===== src/rtl/mig_ui_arbiter.sv =====
// mig_ui_arbiter: two-client round-robin sequencer for the MIG 7-series UI port.
// Ports: r0_*/r1_* client req/gnt/rdata, app_* MIG UI, rd_outstanding, err_unexp_rd.
module mig_ui_arbiter #(
  parameter int ADDR_W  = 29,
  parameter int DATA_W  = 256,
  parameter int MASK_W  = 32,
  parameter int MAX_OUT = 16
) (
  input  logic                        ui_clk,
  input  logic                        ui_clk_sync_rst,
  input  logic                        init_calib_complete,
  input  logic                        r0_req,
  input  logic                        r0_cmd,
  input  logic [ADDR_W-1:0]           r0_addr,
  input  logic [DATA_W-1:0]           r0_wdata,
  input  logic                        r1_req,
  input  logic                        r1_cmd,
  input  logic [ADDR_W-1:0]           r1_addr,
  input  logic [DATA_W-1:0]           r1_wdata,
  output logic                        r0_gnt,
  output logic                        r1_gnt,
  output logic [DATA_W-1:0]           r0_rdata,
  output logic [DATA_W-1:0]           r1_rdata,
  output logic                        r0_rvalid,
  output logic                        r1_rvalid,
  output logic                        app_en,
  output logic                        app_wdf_wren,
  output logic                        app_wdf_end,
  output logic [2:0]                  app_cmd,
  output logic [ADDR_W-1:0]           app_addr,
  output logic [DATA_W-1:0]           app_wdf_data,
  output logic [MASK_W-1:0]           app_wdf_mask,
  input  logic                        app_rdy,
  input  logic                        app_wdf_rdy,
  input  logic                        app_rd_data_valid,
  input  logic [DATA_W-1:0]           app_rd_data,
  output logic [$clog2(MAX_OUT):0]    rd_outstanding,
  output logic                        err_unexp_rd
);

  localparam int PW = $clog2(MAX_OUT);
  localparam int CW = PW + 1;

  typedef enum logic {IDLE, ISSUE} state_t;

  state_t             state;
  logic               ptr;
  logic               id_r;
  logic               cmd_done;
  logic               data_done;
  logic [MAX_OUT-1:0] id_mem;
  logic [PW-1:0]      wr_ptr;
  logic [PW-1:0]      rd_ptr;
  logic [CW-1:0]      count;
  logic               full;
  logic               empty;
  logic               push;
  logic               pop;
  logic               e0;
  logic               e1;
  logic               w0;
  logic               w1;
  logic               sel_cmd;
  logic               cmd_ok;
  logic               dat_ok;

  assign full  = (count == CW'(MAX_OUT));
  assign empty = (count == '0);

  assign e0 = r0_req & init_calib_complete & (~r0_cmd | ~full);
  assign e1 = r1_req & init_calib_complete & (~r1_cmd | ~full);

  // ptr = 0 favours r0; a lone eligible client wins regardless
  assign w0 = (state == IDLE) & ~ui_clk_sync_rst & e0 & (~e1 | ~ptr);
  assign w1 = (state == IDLE) & ~ui_clk_sync_rst & e1 & (~e0 | ptr);

  assign r0_gnt  = w0;
  assign r1_gnt  = w1;
  assign sel_cmd = w1 ? r1_cmd : r0_cmd;

  assign push   = app_en & app_rdy & app_cmd[0];
  assign pop    = app_rd_data_valid & ~empty;
  assign cmd_ok = cmd_done | (app_en & app_rdy);
  assign dat_ok = data_done | (app_wdf_wren & app_wdf_rdy);

  assign app_wdf_end    = app_wdf_wren;
  assign app_wdf_mask   = '0;
  assign rd_outstanding = count;

  always_ff @(posedge ui_clk or posedge ui_clk_sync_rst) begin
    if (ui_clk_sync_rst) begin
      state        <= IDLE;
      ptr          <= 1'b0;
      id_r         <= 1'b0;
      cmd_done     <= 1'b0;
      data_done    <= 1'b0;
      app_en       <= 1'b0;
      app_wdf_wren <= 1'b0;
      app_cmd      <= '0;
      app_addr     <= '0;
      app_wdf_data <= '0;
    end else begin
      unique case (state)
        IDLE: begin
          if (w0 | w1) begin
            state        <= ISSUE;
            ptr          <= w0;
            id_r         <= w1;
            app_cmd      <= {2'b00, sel_cmd};
            app_addr     <= w1 ? r1_addr : r0_addr;
            app_wdf_data <= w1 ? r1_wdata : r0_wdata;
            app_en       <= 1'b1;
            app_wdf_wren <= ~sel_cmd;
            cmd_done     <= 1'b0;
            // reads carry no data phase
            data_done    <= sel_cmd;
          end
        end
        ISSUE: begin
          if (app_en & app_rdy) begin
            app_en   <= 1'b0;
            cmd_done <= 1'b1;
          end
          if (app_wdf_wren & app_wdf_rdy) begin
            app_wdf_wren <= 1'b0;
            data_done    <= 1'b1;
          end
          if (cmd_ok & dat_ok) begin
            state <= IDLE;
          end
        end
        default: state <= IDLE;
      endcase
    end
  end

  always_ff @(posedge ui_clk or posedge ui_clk_sync_rst) begin
    if (ui_clk_sync_rst) begin
      id_mem       <= '0;
      wr_ptr       <= '0;
      rd_ptr       <= '0;
      count        <= '0;
      r0_rvalid    <= 1'b0;
      r1_rvalid    <= 1'b0;
      r0_rdata     <= '0;
      r1_rdata     <= '0;
      err_unexp_rd <= 1'b0;
    end else begin
      r0_rvalid <= 1'b0;
      r1_rvalid <= 1'b0;
      if (push) begin
        id_mem[wr_ptr] <= id_r;
        wr_ptr         <= wr_ptr + PW'(1);
      end
      if (pop) begin
        rd_ptr <= rd_ptr + PW'(1);
        if (id_mem[rd_ptr]) begin
          r1_rvalid <= 1'b1;
          r1_rdata  <= app_rd_data;
        end else begin
          r0_rvalid <= 1'b1;
          r0_rdata  <= app_rd_data;
        end
      end
      // beat with no owner is dropped
      if (app_rd_data_valid & empty) begin
        err_unexp_rd <= 1'b1;
      end
      if (push & ~pop) begin
        count <= count + CW'(1);
      end else if (pop & ~push) begin
        count <= count - CW'(1);
      end
    end
  end

endmodule


===== config.mk =====
export PLATFORM = sky130hd
export DESIGN_NAME = mig_ui_arbiter
export DESIGN_NICKNAME = d
export VERILOG_FILES = /design/src/rtl/mig_ui_arbiter.sv
export SDC_FILE = /design/constraint.sdc
export NUM_CORES = 2
export LEC_CHECK = 0
export BUFFER_PORTS_ARGS = -buffer_cell sky130_fd_sc_hd__buf_2
export CORE_AREA = 2 2 662 664
export CTS_CLUSTER_DIAMETER = 120
export DETAILED_ROUTE_END_ITERATION = 16
export DIE_AREA = 0 0 664 666
export PLACE_DENSITY = 0.3
export SLEW_MARGIN = 20
export SYNTH_ARGS = -nofsm -noshare
export SYNTH_HDL_FRONTEND = slang
export SYNTH_SLANG_ARGS = --single-unit

===== constraint.sdc =====
create_clock -name ui_clk -period 31.3 [get_ports ui_clk]
set_clock_uncertainty 0.1 [all_clocks]
set_input_delay 0 -clock ui_clk [delete_from_list [all_inputs] [get_ports ui_clk]]
set_output_delay 0 -clock ui_clk [all_outputs]
set_load 0.02 [all_outputs]

Word level (Yosys, flattened, before mapping)
Index checks and enable logic that the tools add are counted.
- flip-flop bits (word level): 837
- bits of input ports: 836
- output and inout bits: 845
- word-level logic and storage cells: 104
- add/sub/neg operators: 4
- magnitude comparators: 3
- equality and inequality tests: 4
- multiplexer cells: 29
- bitwise gates (word level): 37
- reductions and logical operators: 8
- operators with widths (cell ; number):
    256-bit 2-to-1 mux ; 1
    29-bit 2-to-1 mux ; 1
    1-bit AND ; 17
    1-bit 2-to-1 mux ; 17
    16-bit bitwise mux ; 1
    1-bit inverter ; 13
    4-bit by 5-bit less-than comparator with 1-bit output, second input constant ; 2
    5-bit 2-to-1 mux ; 2
    1-bit one-hot mux with 2 select lines ; 5
    2-bit AND reduction ; 5
    4-bit by 1-bit adder with 4-bit output, second input constant ; 2
    1-bit OR ; 7
    2-bit by 1-bit != test with 1-bit output, second input constant ; 3
    5-bit by 1-bit adder with 5-bit output, second input constant ; 1
    5-bit == test, second input constant ; 1
    5-bit logical NOT ; 1
    5-bit by 1-bit subtractor with 5-bit output, second input constant ; 1
    1-bit binary-select mux with 4-bit select ; 1
    1-bit demux with 4-bit select ; 1
    4-bit by 1-bit greater-or-equal comparator with 1-bit output, second input constant ; 1
    2-bit nonzero test ; 1
    1-bit logical AND ; 1

Logic depth before layout (Yosys ltp)
- depth after elaboration: 11
- depth in mapped cells: 13
- mapped depth without buffers: 12

Least setup slack after synthesis
OpenSTA, ideal clock, no wires.
- kind: reg2reg
- start point: reg count[1], in the netlist rd_outstanding[1]
- end point: reg count[4], in the netlist rd_outstanding[4]
- setup time: 0.080 ns
- arrival: 2.843 ns
- setup slack: 28.277 ns
- stages on the path, launching flop included: 14
- cell sequence: dfrtp_1 -> nor4_4 -> nor2b_1 -> nor2b_1 -> clkbuf_1 -> inv_2 -> ha_1 -> inv_1 -> ha_1 -> nor2b_1 -> o21a_1 -> or3_1 -> a21oi_1 -> xor2_1
- cells in the longest elaborated chain, start to end: 6
- elaborated cells on any way between the ends: 11
- RTL lines (what ; line ; text):
    from (decl) ; 54 ; logic [CW-1:0] count;
    from (signal assigned) ; 170 ; count <= count + CW'(1);
    from (signal assigned) ; 172 ; count <= count - CW'(1);
    branches (longest 6 deep; another with 5-bit by 1-bit subtractor with 5-bit output) ; n/a ;
Several ways; the timed one is not identified. The select of a mux whose other input is x is not followed.
A chain may end at the register's enable or synchronous reset.

Worst setup path in the final report
- start point: reg rd_ptr[0]
- end point: reg r0_rdata[209]
- cells in the longest elaborated chain, start to end: 4
- RTL lines (what ; line ; text):
    from (decl) ; 53 ; logic [PW-1:0] rd_ptr;
    from (signal assigned) ; 156 ; rd_ptr <= rd_ptr + PW'(1);
    1-bit binary-select mux with 4-bit select ; 157 ; if (id_mem[rd_ptr]) begin
    1-bit 2-to-1 mux (not written as such) ; 157 ;
    1-bit inverter (no source line) ; n/a ;
    2-bit AND reduction (no source line) ; n/a ;
    to (signal assigned) ; 162 ; r0_rdata <= app_rd_data;
    to (decl) ; 22 ; output logic [DATA_W-1:0] r0_rdata,
No other way between the ends. The select of a mux whose other input is x is not followed.

==> metrics.txt <==
outcome completed; Final #Nets 6826; required time worst endpoint 31.96 ns; Starting DRT DRC Count 1943; Syn-to-layout area delta 106.1%; area of the multi-input gates 11700 um2; ANT nets after route 0; initial core utilization 0.07754; Static Leak 30.77 nW; WL/cell 24.91 um; Post-Synthesis Cells 2668; IR drop worst, VDD 0.07456 mV; yosys warns 0; Post-synth EDFFs 0; First-pass DRT Iterations 6; Via density 3.075; sequential standard cell area 20950 um2; global route total overflow 0; Setup TNS 0 ns; io pins 1681; Period minus WS final 6.258 ns; Fill cells 49270; Die Y 666 um; synth unique cells 42; clock share of power 0.212; Clock Tree Root clkbuf_16; Fin Hold WS 0.07119 ns; CORE AREA 436000 um2; FP Rows 243; reg2reg setup slack 25.04 ns; PwrDens 98.09 nW/um2; H-Tree Depth 3; initial antenna violation count 143; layout cells sized above 1 0.3406; Fmax 159.8 MHz; Synth Flop Type dfrtp_1; Place WS 24.87 ns; number of remaining DRC errors 0; Max-Cap Viols 0; Critical Path AT 6.92 ns; Mapped Area 33810 um2; TritonCTS clock tree yes; Worst-path clk slew 0.06 ns; Switch Pwr 3.070 mW; Final Hold Fails 0; Clock Path Buffers 4; Final Cycle Share 0.1999; CP startpoint kind register; combinational share of power 0.498; Seq cells post-synth 837; RSZ-0062 raised after global routing no; GRT Total Usage 0.1294; Mapped Avg Cell Area 12.67 um2; post-cts resize count 0; CTS Hold Bufs 1692; worst-path maximum fanout 62; Rel. slew slack 0.2958; largest net degree at the start of global routing 141; worst skew pair latency 0.87 ns; Seq/Total Area, Yosys 0.6195; global-route wire length before repair 384.8 mm; Int Power 3.767 mW; Crit. End Element register; die area 442200 um2; HPWL after detailed placement 243.0 mm; Final setup violation count 0; Switching Fraction 0.4490; worst setup margin 25.04 ns; critical path type reg2reg; Final Max Slew Viols 0; via count 36630; fraction of registers with async set/reset 1.000; Sink Count 837; Tightest Hold Check Type in2reg; vias in the first global route 38810; Die W 664 um; post-CTS setup buffers 0; GP Congestion 0.9443; port bufs 1646; Slew @ Worst Pin 1.056 ns; CTS Buf Count 122; sequential share of power 0.290; Total Routed Length 296.7 mm
-- cells by family after synthesis --
family	count (synthesis)	synth area share
adder cells (fa/ha/maj)	11	0.004293
multiplexers	534	0.1785
flip-flops	837	0.6195
other	1	0.0001109
XOR/XNOR	10	0.002591
buffers and inverters	233	0.03930
AND/OR/NAND/NOR	637	0.07979
AO/OA/AOI/OAI	405	0.07590
-- final timing paths --
check,startpoint,endpoint,cells after the start
max,rd_ptr[0]$_DFFE_PP0P_,r0_rdata[209]$_DFFE_PP0P_,10
min,r1_addr[2],app_addr[2]$_DFFE_PP0P_,4
max reg2reg,rd_ptr[0]$_DFFE_PP0P_,r0_rdata[209]$_DFFE_PP0P_,10
min reg2reg,err_unexp_rd$_DFFE_PP0P_,err_unexp_rd$_DFFE_PP0P_,1
max in group asynchronous,ui_clk_sync_rst,app_wdf_data[77]$_DFFE_PP0P_,9
min in group asynchronous,ui_clk_sync_rst,app_wdf_data[12]$_DFFE_PP0P_,4
-- power groups by stage --
stage	clock, mW	combinational, mW	sequential [mW]
detailed placement	0	3.08	1.99
global route	1.54	3.63	2.06
floorplan	0	0.927	2.59
finish	1.45	3.41	1.98
global placement	0	3.07	1.99
CTS	1.51	3.53	1.99
-- area by class of cell --
cell class / instances / area share
Clock inverter: 49 / 0.008079
Antenna cell: 76 / 0.002729
Clock buffer: 173 / 0.05072
Timing Repair Buffer: 3377 / 0.3660
Sequential cell: 837 / 0.3005
Tap cell: 5757 / 0.1034
Inverter: 10 / 0.0007540
Multi-Input combinational cell: 1631 / 0.1679
-- worst max-delay path: stages, from the launching register on --
cell	delay, ns
dfrtp_1	0.64
mux4_2	0.58
o22ai_1	0.26
o32ai_4	0.18
nor2_4	0.11
buf_4	0.65
buf_4	0.66
buf_4	0.65
buf_4	0.80
buf_4	0.82
mux2_1	0.39
-- cell usage in the layout, fill, tap and decap left out, types with 35 or more instances in the layout --
cell and instances:
nand3_1 194, diode_2 76, clkbuf_16 122, dfrtp_1 837, a21oi_1 193, mux2_2 171
dlygate4sd3_1 1692, buf_2 1646, buf_4 35, mux2_1 360, nand2_1 311, nor2_1 111
a22oi_1 191
-- registers in the layout, summed over array words and instances, names as in the netlist, 4 cells and up --
register	flops
app_addr	29
r1_rdata	256
rd_outstanding	5
wr_ptr	4
app_wdf_data	256
id_mem	16
r0_rdata	256
rd_ptr	4
-- synthesized netlist by cell type, drive strengths merged (2+ instances only) --
cell	instances	area share
nand2	312	0.035
mux2	531	0.18
a22oi	192	0.043
clkbuf	100	0.011
a32o	2	0.00059
buf	123	0.027
nand2b	3	0.00056
o22ai	2	0.00037
inv	10	0.0011
xor2	2	0.00052
a211oi	2	0.00044
nand4	2	0.00037
nor2b	4	0.00074
nor3	6	0.00089
a21oi	193	0.029
o21ai	7	0.0010
nor2	112	0.013
ha	10	0.0037
mux4	2	0.0013
xnor2	8	0.0021
dfrtp	837	0.62
nand3	195	0.029
-- layer usage --
layer | global-route usage | routed length (um) | up-vias | part of all wire
met5 | 0 | 187 | - | 0.00063
met3 | 0.03389 | 19580 | 432 | 0.066
met1 | 0.1427 | 111700 | 18740 | 0.38
met2 | 0.2358 | 151900 | 1337 | 0.51
met4 | 0.04932 | 13310 | 30 | 0.045
li1 | - | - | 16090 | -
-- through the flow --
step / power, mW / util / instance area [um2] / cells
floorplan: 3.514 / - / 33930 / 2701
global placement: 5.060 / 0.1112 / 48470 / 9920
detailed placement: 5.073 / 0.1112 / 48470 / 9920
CTS: 7.027 / 0.1594 / 69500 / 11830
global route: 7.232 / 0.1596 / 69600 / 11870
finish: 6.837 / 0.1599 / 69700 / 11910
Power figures use the tool's default switching activity.
